File: src/rtl/bp_be_prefetch_scheduler_pkg.sv
// bp_be_pkg: shared types for the backend prefetch scheduler.
//   - bp_params_e / bp_vaddr_width(): processor config lookup for vaddr width
//   - bp_be_pf_state_e: scheduler FSM states
//   - `DECLARE_BP_BE_PF_STREAM_S: packed stream record {pc, addr, stride, remaining}

`define DECLARE_BP_BE_PF_STREAM_S(vaddr_width_mp, eaddr_width_mp, degree_width_mp) \
  typedef struct packed {                                                         \
    logic [vaddr_width_mp-1:0]  pc;                                               \
    logic [eaddr_width_mp-1:0]  addr;                                             \
    logic [eaddr_width_mp-1:0]  stride;                                           \
    logic [degree_width_mp-1:0] remaining;                                        \
  } bp_be_pf_stream_s

package bp_be_pkg;

  typedef enum logic [0:0] {
    e_bp_default_cfg
  } bp_params_e;

  localparam int bp_default_vaddr_width_gp = 39;

  function automatic int bp_vaddr_width(input bp_params_e cfg);
    case (cfg)
      e_bp_default_cfg: return bp_default_vaddr_width_gp;
      default:          return bp_default_vaddr_width_gp;
    endcase
  endfunction

  typedef enum logic [0:0] {
    e_idle,
    e_issue
  } bp_be_pf_state_e;

endpackage

File: src/rtl/bp_be_prefetch_scheduler_fifo.sv
// bsg_fifo_1r1w_small: small register-based FIFO holding pending streams.
//   clk_i, reset_i : clock, asynchronous active-high reset (empties the FIFO)
//   v_i, data_i    : write request/data, accepted when ready_o
//   ready_o        : not full
//   v_o, data_o    : head valid/data
//   yumi_i         : consumer pops the head (only when v_o)

module bsg_fifo_1r1w_small #(
    parameter int width_p = 8,
    parameter int els_p   = 4
) (
    input  logic               clk_i,
    input  logic               reset_i,
    input  logic               v_i,
    input  logic [width_p-1:0] data_i,
    output logic               ready_o,
    output logic               v_o,
    output logic [width_p-1:0] data_o,
    input  logic               yumi_i
);

    localparam int ptr_width_lp   = (els_p > 1) ? $clog2(els_p) : 1;
    localparam int count_width_lp = $clog2(els_p + 1);

    logic [width_p-1:0]        mem_q [els_p];
    logic [ptr_width_lp-1:0]   wptr_q, rptr_q, wptr_d, rptr_d;
    logic [count_width_lp-1:0] count_q, count_d;
    logic                      enq, deq;

    assign ready_o = (count_q != count_width_lp'(els_p));
    assign v_o     = (count_q != '0);
    assign data_o  = mem_q[rptr_q];
    assign enq     = v_i & ready_o;
    assign deq     = yumi_i & v_o;

    // Pointers wrap explicitly so non-power-of-two depths work.
    always_comb begin
        wptr_d  = wptr_q;
        rptr_d  = rptr_q;
        count_d = count_q;
        if (enq) begin
            wptr_d = (wptr_q == ptr_width_lp'(els_p - 1)) ? '0 : wptr_q + 1'b1;
        end
        if (deq) begin
            rptr_d = (rptr_q == ptr_width_lp'(els_p - 1)) ? '0 : rptr_q + 1'b1;
        end
        case ({enq, deq})
            2'b10:   count_d = count_q + 1'b1;
            2'b01:   count_d = count_q - 1'b1;
            default: count_d = count_q;
        endcase
    end

    always_ff @(posedge clk_i or posedge reset_i) begin
        if (reset_i) begin
            wptr_q  <= '0;
            rptr_q  <= '0;
            count_q <= '0;
        end else begin
            wptr_q  <= wptr_d;
            rptr_q  <= rptr_d;
            count_q <= count_d;
        end
    end

    always_ff @(posedge clk_i) begin
        if (enq) begin
            mem_q[wptr_q] <= data_i;
        end
    end

endmodule

File: src/rtl/bp_be_prefetch_scheduler.sv
// bp_be_prefetch_scheduler: queues confirmed stride streams and walks each one
// for prefetch_degree_p strides, issuing one block address per handshake and
// silently skipping addresses in the same block as the last issued one.
//   clk_i, reset_i          : clock, asynchronous active-high reset
//   start_discovery_i, pc_i : detector retraining pc_i; cancels a matching active stream
//   confirm_discovery_i     : enqueue {pc_i, eff_addr_i+stride, stride, degree}
//   eff_addr_i, stride_i    : latest effective address, signed stride
//   flush_i                 : drop all queued/active prefetch state
//   pf_v_o, pf_addr_o       : prefetch request, accepted with pf_ready_and_i
//   busy_o                  : stream active or queue non-empty
//   dropped_o               : one-cycle pulse, confirm dropped on full queue

module bp_be_prefetch_scheduler
  import bp_be_pkg::*;
#(
  parameter bp_params_e bp_params_p = e_bp_default_cfg,
  localparam int vaddr_width_p      = bp_vaddr_width(bp_params_p),
  parameter int stride_width_p         = 8,
  parameter int effective_addr_width_p = vaddr_width_p,
  parameter int prefetch_degree_p      = 4,
  parameter int queue_els_p            = 4,
  parameter int block_offset_width_p   = 6
) (
  input  logic                              clk_i,
  input  logic                              reset_i,
  input  logic                              start_discovery_i,
  input  logic                              confirm_discovery_i,
  input  logic [vaddr_width_p-1:0]          pc_i,
  input  logic [effective_addr_width_p-1:0] eff_addr_i,
  input  logic [stride_width_p-1:0]         stride_i,
  input  logic                              flush_i,
  output logic                              pf_v_o,
  output logic [effective_addr_width_p-1:0] pf_addr_o,
  input  logic                              pf_ready_and_i,
  output logic                              busy_o,
  output logic                              dropped_o
);

  localparam int degree_width_lp = $clog2(prefetch_degree_p + 1);
  localparam int blk_width_lp    = effective_addr_width_p - block_offset_width_p;

  `DECLARE_BP_BE_PF_STREAM_S(vaddr_width_p, effective_addr_width_p, degree_width_lp);
  localparam int stream_width_lp = $bits(bp_be_pf_stream_s);

  bp_be_pf_state_e state_q, state_d;
  bp_be_pf_stream_s cur_q, cur_d;
  logic [blk_width_lp-1:0] last_blk_q, last_blk_d;
  logic last_v_q, last_v_d;
  logic dropped_q, dropped_d;

  logic [effective_addr_width_p-1:0] stride_ext;
  logic [blk_width_lp-1:0] cur_blk;
  bp_be_pf_stream_s enq_entry, head_entry;
  logic [stream_width_lp-1:0] fifo_data_lo;
  logic confirm_v, fifo_ready, fifo_v, fifo_yumi, fifo_reset;
  logic issuing, dup, handshake, advance, cancel;

  assign stride_ext = {{(effective_addr_width_p - stride_width_p){stride_i[stride_width_p-1]}},
                       stride_i};

  assign enq_entry = '{pc:        pc_i,
                       addr:      eff_addr_i + stride_ext,
                       stride:    stride_ext,
                       remaining: degree_width_lp'(prefetch_degree_p)};

  assign confirm_v  = confirm_discovery_i & (|stride_i) & ~flush_i;
  assign fifo_reset = reset_i | flush_i;

  bsg_fifo_1r1w_small #(
    .width_p (stream_width_lp),
    .els_p   (queue_els_p)
  ) stream_queue (
    .clk_i   (clk_i),
    .reset_i (fifo_reset),
    .v_i     (confirm_v),
    .data_i  (enq_entry),
    .ready_o (fifo_ready),
    .v_o     (fifo_v),
    .data_o  (fifo_data_lo),
    .yumi_i  (fifo_yumi)
  );

  assign head_entry = fifo_data_lo;

  assign issuing   = (state_q == e_issue);
  assign cur_blk   = cur_q.addr[effective_addr_width_p-1:block_offset_width_p];
  assign dup       = last_v_q & (cur_blk == last_blk_q);
  assign pf_v_o    = issuing & ~dup;
  assign pf_addr_o = cur_q.addr;
  assign busy_o    = issuing | fifo_v;
  assign dropped_o = dropped_q;

  assign handshake = pf_v_o & pf_ready_and_i;
  assign advance   = issuing & (handshake | dup);
  assign cancel    = issuing & start_discovery_i & (pc_i == cur_q.pc);

  // Flush beats cancel beats advance/pop; a handshake coincident with a
  // cancel still records its block for dedup.
  always_comb begin
    state_d    = state_q;
    cur_d      = cur_q;
    last_blk_d = last_blk_q;
    last_v_d   = last_v_q;
    fifo_yumi  = 1'b0;
    dropped_d  = confirm_v & ~fifo_ready;

    if (flush_i) begin
      state_d  = e_idle;
      last_v_d = 1'b0;
    end else begin
      if (handshake) begin
        last_blk_d = cur_blk;
        last_v_d   = 1'b1;
      end
      if (cancel) begin
        state_d = e_idle;
      end else begin
        case (state_q)
          e_idle: begin
            if (fifo_v) begin
              fifo_yumi = 1'b1;
              cur_d     = head_entry;
              state_d   = e_issue;
            end
          end
          e_issue: begin
            if (advance) begin
              cur_d.addr      = cur_q.addr + cur_q.stride;
              cur_d.remaining = cur_q.remaining - 1'b1;
              if (cur_q.remaining == degree_width_lp'(1)) begin
                if (fifo_v) begin
                  fifo_yumi = 1'b1;
                  cur_d     = head_entry;
                end else begin
                  state_d = e_idle;
                end
              end
            end
          end
          default: state_d = e_idle;
        endcase
      end
    end
  end

  always_ff @(posedge clk_i or posedge reset_i) begin
    if (reset_i) begin
      state_q    <= e_idle;
      cur_q      <= '0;
      last_blk_q <= '0;
      last_v_q   <= 1'b0;
      dropped_q  <= 1'b0;
    end else begin
      state_q    <= state_d;
      cur_q      <= cur_d;
      last_blk_q <= last_blk_d;
      last_v_q   <= last_v_d;
      dropped_q  <= dropped_d;
    end
  end

endmodule

File: config.mk
export PLATFORM = sky130hd
export DESIGN_NAME = bp_be_prefetch_scheduler
export DESIGN_NICKNAME = d
export VERILOG_FILES = /design/src/rtl/bp_be_prefetch_scheduler_pkg.sv /design/src/rtl/bp_be_prefetch_scheduler_fifo.sv /design/src/rtl/bp_be_prefetch_scheduler.sv
export SDC_FILE = /design/constraint.sdc
export NUM_CORES = 1
export LEC_CHECK = 0
export BUFFER_PORTS_ARGS = -buffer_cell sky130_fd_sc_hd__buf_2
export CORE_MARGIN = 4
export CORE_UTILIZATION = 35
export CTS_BUF_LIST = sky130_fd_sc_hd__clkbuf_2
export CTS_CLUSTER_SIZE = 16
export DETAILED_ROUTE_END_ITERATION = 8
export RECOVER_POWER = 100
export SYNTH_ARGS = -nofsm -noshare
export SYNTH_HDL_FRONTEND = slang
export SYNTH_SLANG_ARGS = --single-unit
File: constraint.sdc
create_clock -name clk_i -period 3.31 [get_ports clk_i]
set_input_delay 0.1655 -clock clk_i [delete_from_list [all_inputs] [get_ports clk_i]]
set_output_delay 0.1655 -clock clk_i [all_outputs]
set_load 0.02 [all_outputs]
# Word-level counts from Yosys, hierarchy flattened
# Memories as Yosys holds them, arrays and structs flattened.
# Cells that the tools add are included.
dict set report word_totals {
  wordCells 80
  ff_bits 163
  mem_count 1
  output_inout_bits 42
  ramBits 468
}
# memory depth word_bits rd rd_clocked_by_memory_dff write_ports line
set memory_table {}
lappend memory_table {stream_queue.mem_q 4 117 1 0 1 bp_be_prefetch_scheduler_fifo.sv:25} ;# logic [width_p-1:0] mem_q [els_p];
dict set report classes {
  eq_ne 12
  add_sub_neg 7
  bitwise_logic 19
  muxes 23
  n_reduce_logical 7
}
# cell n
set op_table {}
lappend op_table {{$mux 120} 4}
lappend op_table {{$pmux 120 s2} 1}
lappend op_table {{$add 39x39->39} 2}
lappend op_table {{$eq 39x39->1} 1}
lappend op_table {{$eq 33x33->1} 1}
lappend op_table {{$mux 1} 13}
lappend op_table {{$and 1x1->1} 11}
lappend op_table {{$reduce_or 8->1} 1}
lappend op_table {{$eq 2x2->1 const B} 3}
lappend op_table {{$ne 2x1->1 const B} 3}
lappend op_table {{$pmux 3 s2} 1}
lappend op_table {{$reduce_and 6->1} 1}
lappend op_table {{$sub 3x1->3 const B} 2}
lappend op_table {{$not 1->1} 5}
lappend op_table {{$add 2x1->2 const B} 2}
lappend op_table {{$mux 2} 2}
lappend op_table {{$pmux 1 s2} 2}
lappend op_table {{$reduce_and 4->1} 1}
lappend op_table {{$reduce_bool 2->1} 2}
lappend op_table {{$add 3x1->3 const B} 1}
lappend op_table {{$eq 3x1->1 const B} 1}
lappend op_table {{$ne 3x3->1 const B} 1}
lappend op_table {{$or 1x1->1} 3}
lappend op_table {{$reduce_bool 3->1} 1}
lappend op_table {{other kinds (3)} 3}

# Longest topological paths before layout
dict set report depth {
  ltp_word 14
  mapped_depth 16
  ltp_nobuf 13
}

# Hierarchy
# From an unflattened synthesis, not the netlist that was laid out.
dict set report unflattened {
  hier_cells 1994
  area_unflattened_um2 29166.7
}
# mod seq_area_each_um2 area_per_inst_um2 instances cells_per_inst
set modules_own_cells {}
lappend modules_own_cells {bsg_fifo_1r1w_small 14589.0 17775.8 1 668}
lappend modules_own_cells {bp_be_prefetch_scheduler 3903.7 11390.9 1 1326}

# Least setup slack after synthesis
# No wires, ideal clock.
dict set report synth_timing {
  path_type {register -> register}
  startpoint {reg stream_queue.count_q[0]}
  endpoint {mem stream_queue.mem_q[3][0] in the netlist's numbering, enable pin}
  period_less_slack_ns 3.383
  arrival_time_ns 2.929
  path_slack_ns -0.073
  path_buffers 0
  t_required_ns 2.856
  stages_incl_launch_ff 4
  setup_time_ns 0.454
  path_cell_list {dfrtp_1 nor2_1 a21boi_0 and2_1}
}
dict set report synth_via {
  elab_chain_len 4
}
# element line
set synth_rtl {}
lappend synth_rtl {{from (decl)} bp_be_prefetch_scheduler_fifo.sv:27} ;# logic [count_width_lp-1:0] count_q, count_d;
lappend synth_rtl {{from (signal assigned)} bp_be_prefetch_scheduler_fifo.sv:62} ;# count_q <= count_d;
lappend synth_rtl {{$ne 3x3->1} bp_be_prefetch_scheduler_fifo.sv:30} ;# assign ready_o = (count_q != count_width_lp'(els_p));
lappend synth_rtl {{$and 1x1->1} bp_be_prefetch_scheduler_fifo.sv:33} ;# assign enq = v_i & ready_o;
lappend synth_rtl {{$mux 1} bp_be_prefetch_scheduler_fifo.sv:67} ;# if (enq) begin
lappend synth_rtl {{$mux 1 (implied by the code)} bp_be_prefetch_scheduler_fifo.sv:68} ;# mem_q[wptr_q] <= data_i;
lappend synth_rtl {{to (decl)} bp_be_prefetch_scheduler_fifo.sv:25}
# No other way between the ends.

==> run metrics <==
outcome=finished with violations; failing checks=capacitance limit, slew limit; all-layer global routing usage=approximately 16%; DR WL/cell=about 19 um; power per cell area=roughly 860 nW/um^2; FF+latch count, synth=476; ranking of synthesized cells by area=edfxtp_1 45%, dfrtp_1 14%, mux4_2 8.4%, ha_1 4.5%, mux2_4 4.1%; num rows=94; most used cell, CP=dlygate4sd3_1; first-pass GRT wire length=88.52 mm; slowest CP cell=dlygate4sd3_1; io pins=134; RSZ-0062 raised after global routing=yes; Crit Path Class=in2reg; Placer Congestion=0.8594; post-synthesis sequential area ratio=between 50 and 60%; router iterations before antenna repair=5; number of flops mapped to enable cells by yosys=344; synth warn=0; Remaining DRCs=0; routed vias=between 10,000 and 15,000; starting DRC count in detailed routing=955; Slew @ Worst Pin=around 1.9 ns; drt via density=roughly 5.0; Gate Count Post-Synth=between 1,500 and 2,000; Async S/R FF share, synth=27.73%; H-tree depth reported by CTS=3; share of cells above drive strength 1=a little under a quarter; die area=just over 70,000 um^2; count of input and output buffers=approximately 130; Final Net Count=between 2,000 and 2,500; Post-synth top flop=edfxtp_1; Avg Synthesized Cell Area=approximately 15 um^2; commonest non-fill, non-tap cell in the layout=edfxtp_1; Final Hold Vio Count=0; critical-path cell list=dlygate4sd3_1 -> buf_2 -> dlygate4sd3_1 -> buf_6 -> ha_1 -> or2_2 -> a21oi_1 -> a2bb2oi_1 -> nand2_1 -> a21o_1 -> a21o_1 -> a21oi_1 -> dlygate4sd3_1 -> xnor2_2; Final min period=3.300 ns; fin util=between 40% and 50%; post-route total power=around 24 mW; Antenna Nets Post-Route=0; CP endpoint kind=flip-flop; post-DP HPWL=between 30 and 40 mm; Worst Path Arrival=roughly 4.2 ns; Startpoint Class=input pin; Die Y=265.4 um; dominant cell type by area after synthesis=edfxtp_1; leakage power figure=between 10 and 15 nW; WL final=approximately 57 mm; vias in the first global route=roughly 16,000; cell depth of the worst hold path=4; chip width=~270 um; worst-path maximum fanout=17; fill count=6,065; CTS sink cnt=476; Tightest Hold Check Type=in2reg; Slew HR=-26.69%; Cell Area, Synth=approximately 23,000 um^2; CTS Buf Count=between 100 and 150; area share of the largest cell type after synthesis=44.54%; Yosys cell types=around 70; Worst Clk Skew=about 0.12 ns; Max Clk Rate=303.0 MHz; CP peak stage delay=0.61 ns; max_cap viols=1; initial antenna violation count=7; fin. max-slew vios=126; Crit path required time=4.18 ns; part of the cycle the worst path needs=roughly 100%; Worst-Skew Late Latency=1.17 ns; setup violators final=0; Clock Pin Slew Worst Setup and Hold Paths=around 0.1 ns; core area=65,750 um^2; syn_nets=about 1,800; Peak VDD IR=0.0003048 V; CTS max path bufs=3; pin count of the biggest net entering global routing=between 100 and 150; Synth-to-Final Area Change=19.56%; R2R cell count=11; commonest non-fill, non-tap cells in the layout=344 x edfxtp_1, 179 x clkbuf_2, 169 x dlygate4sd3_1; CTS tree=yes; grt ovf=0; Starting Density=a little over a third; CTS root buf=clkbuf_2
-- critical path, delay by kind of cell --
family | cells | cell delay, ns
buf+inv | 5 | 2.09
compound gates | 5 | 0.97
simple gates | 2 | 0.49
fa+ha+maj | 1 | 0.36
xor+xnor | 1 | 0.10
-- metal layers --
layer	wire, um	GRT usage, %	up-vias
li1	-	-	6979
met1	25960	22.23	7406
met2	26900	25.68	398
met3	3085	3.219	88
met4	1147	4.869	6
met5	41	0	-
-- repair_timing --
item	in CTS	in global routing
endpoints found under the hold margin	684	0
gates cloned	0	0
buffers inserted	1	0
pin swaps	4	1
setup endpoints to repair	1	30
resized for setup	6	20
hold buffers	169	0
-- sequential cells by signal (all words and copies together) (netlist names) --
| signal | cells |
|---|---|
| cur_q | 50 |
| dropped_o | 1 |
| issuing | 1 |
| last_blk_q | 33 |
| last_v_q | 1 |
| pf_addr_o | 39 |
| stream_queue.count_q | 3 |
| stream_queue.mem_q | 344 |
| stream_queue.rptr_q | 2 |
| stream_queue.wptr_q | 2 |
-- Yosys cell counts, types with 10 or more instances --
| library cell | count |
|---|---|
| clkbuf_1 | 27 |
| a211oi_1 | 15 |
| inv_1 | 41 |
| dfrtp_1 | 132 |
| a31oi_1 | 35 |
| xor2_1 | 27 |
| a21o_1 | 40 |
| ha_1 | 84 |
| mux2_2 | 11 |
| nand2_1 | 90 |
| xnor2_1 | 105 |
| o21ai_0 | 51 |
| nand3_1 | 28 |
| nor2b_1 | 10 |
| mux4_2 | 86 |
| and3_1 | 10 |
| edfxtp_1 | 344 |
| a21oi_1 | 61 |
| o21a_1 | 13 |
| nor2_1 | 85 |
| nand2b_1 | 10 |
| nor3_1 | 17 |
| mux2_4 | 64 |
| buf_4 | 39 |
| buf_2 | 15 |
| nand4_1 | 27 |
-- path summary, 6_finish.rpt --
path,end,slack (ns),start
worst min register to register,cur_q[2],0.48,cur_q[2]
worst max register to register,pf_addr_o[31],0.16,pf_addr_o[12]
worst min-delay path,stream_queue.mem_q[3][63],0.19,eff_addr_i[24]
worst max-delay path,stream_queue.mem_q[2][63],0.01,stride_i[7]
min in group asynchronous,stream_queue.wptr_q[0],0.24,flush_i
max in group asynchronous,pf_addr_o[33],1.00,reset_i
-- cell type report --
type	count	area, um^2	area share (%)
Tap cell	864	1081	3.898
Antenna cell	6	15.01	0.05414
Timing Repair Buffer	362	2770	9.989
Clock buffer	173	865.8	3.122
Sequential cell	476	13640	49.19
Inverter	41	157.7	0.5685
Clock inverter	48	276.5	0.9971
Multi-Input combinational cell	986	8924	32.18
-- kinds of logic after synthesis --
| kind of cell | Yosys count | synth area share, % |
|---|---|---|
| compound gates | 287 | 8.227 |
| xor+xnor | 132 | 4.984 |
| fa+ha+maj | 87 | 4.790 |
| buf+inv | 134 | 3.442 |
| flops | 476 | 58.78 |
| mux | 171 | 13.50 |
| simple gates | 309 | 6.284 |
-- power breakdown --
part           leakage, nW  switching, mW  internal (mW)
Combinational         4.98           5.79           5.14
Clock                0.844           2.43           1.60
Sequential            4.66           1.05           7.80
Total                 10.5           9.28           14.5
-- per-stage QoR --
stage	hold slack (ns)	area [um^2]	setup TNS, ns	worst slack [ns]	std cells
finish	0.1906	27730	0	0.009501	2956
global route	0.04458	27730	-0.1647	-0.07634	2954
CTS	0.01159	27840	-0.1022	-0.09939	2950
detailed placement	0.3618	24960	0	0.005510	2559
global placement	0.3489	24960	0	0.09019	2559
floorplan	0.08991	23200	0	0.1775	1596
Note: power is estimated with default switching activity, not from simulation.
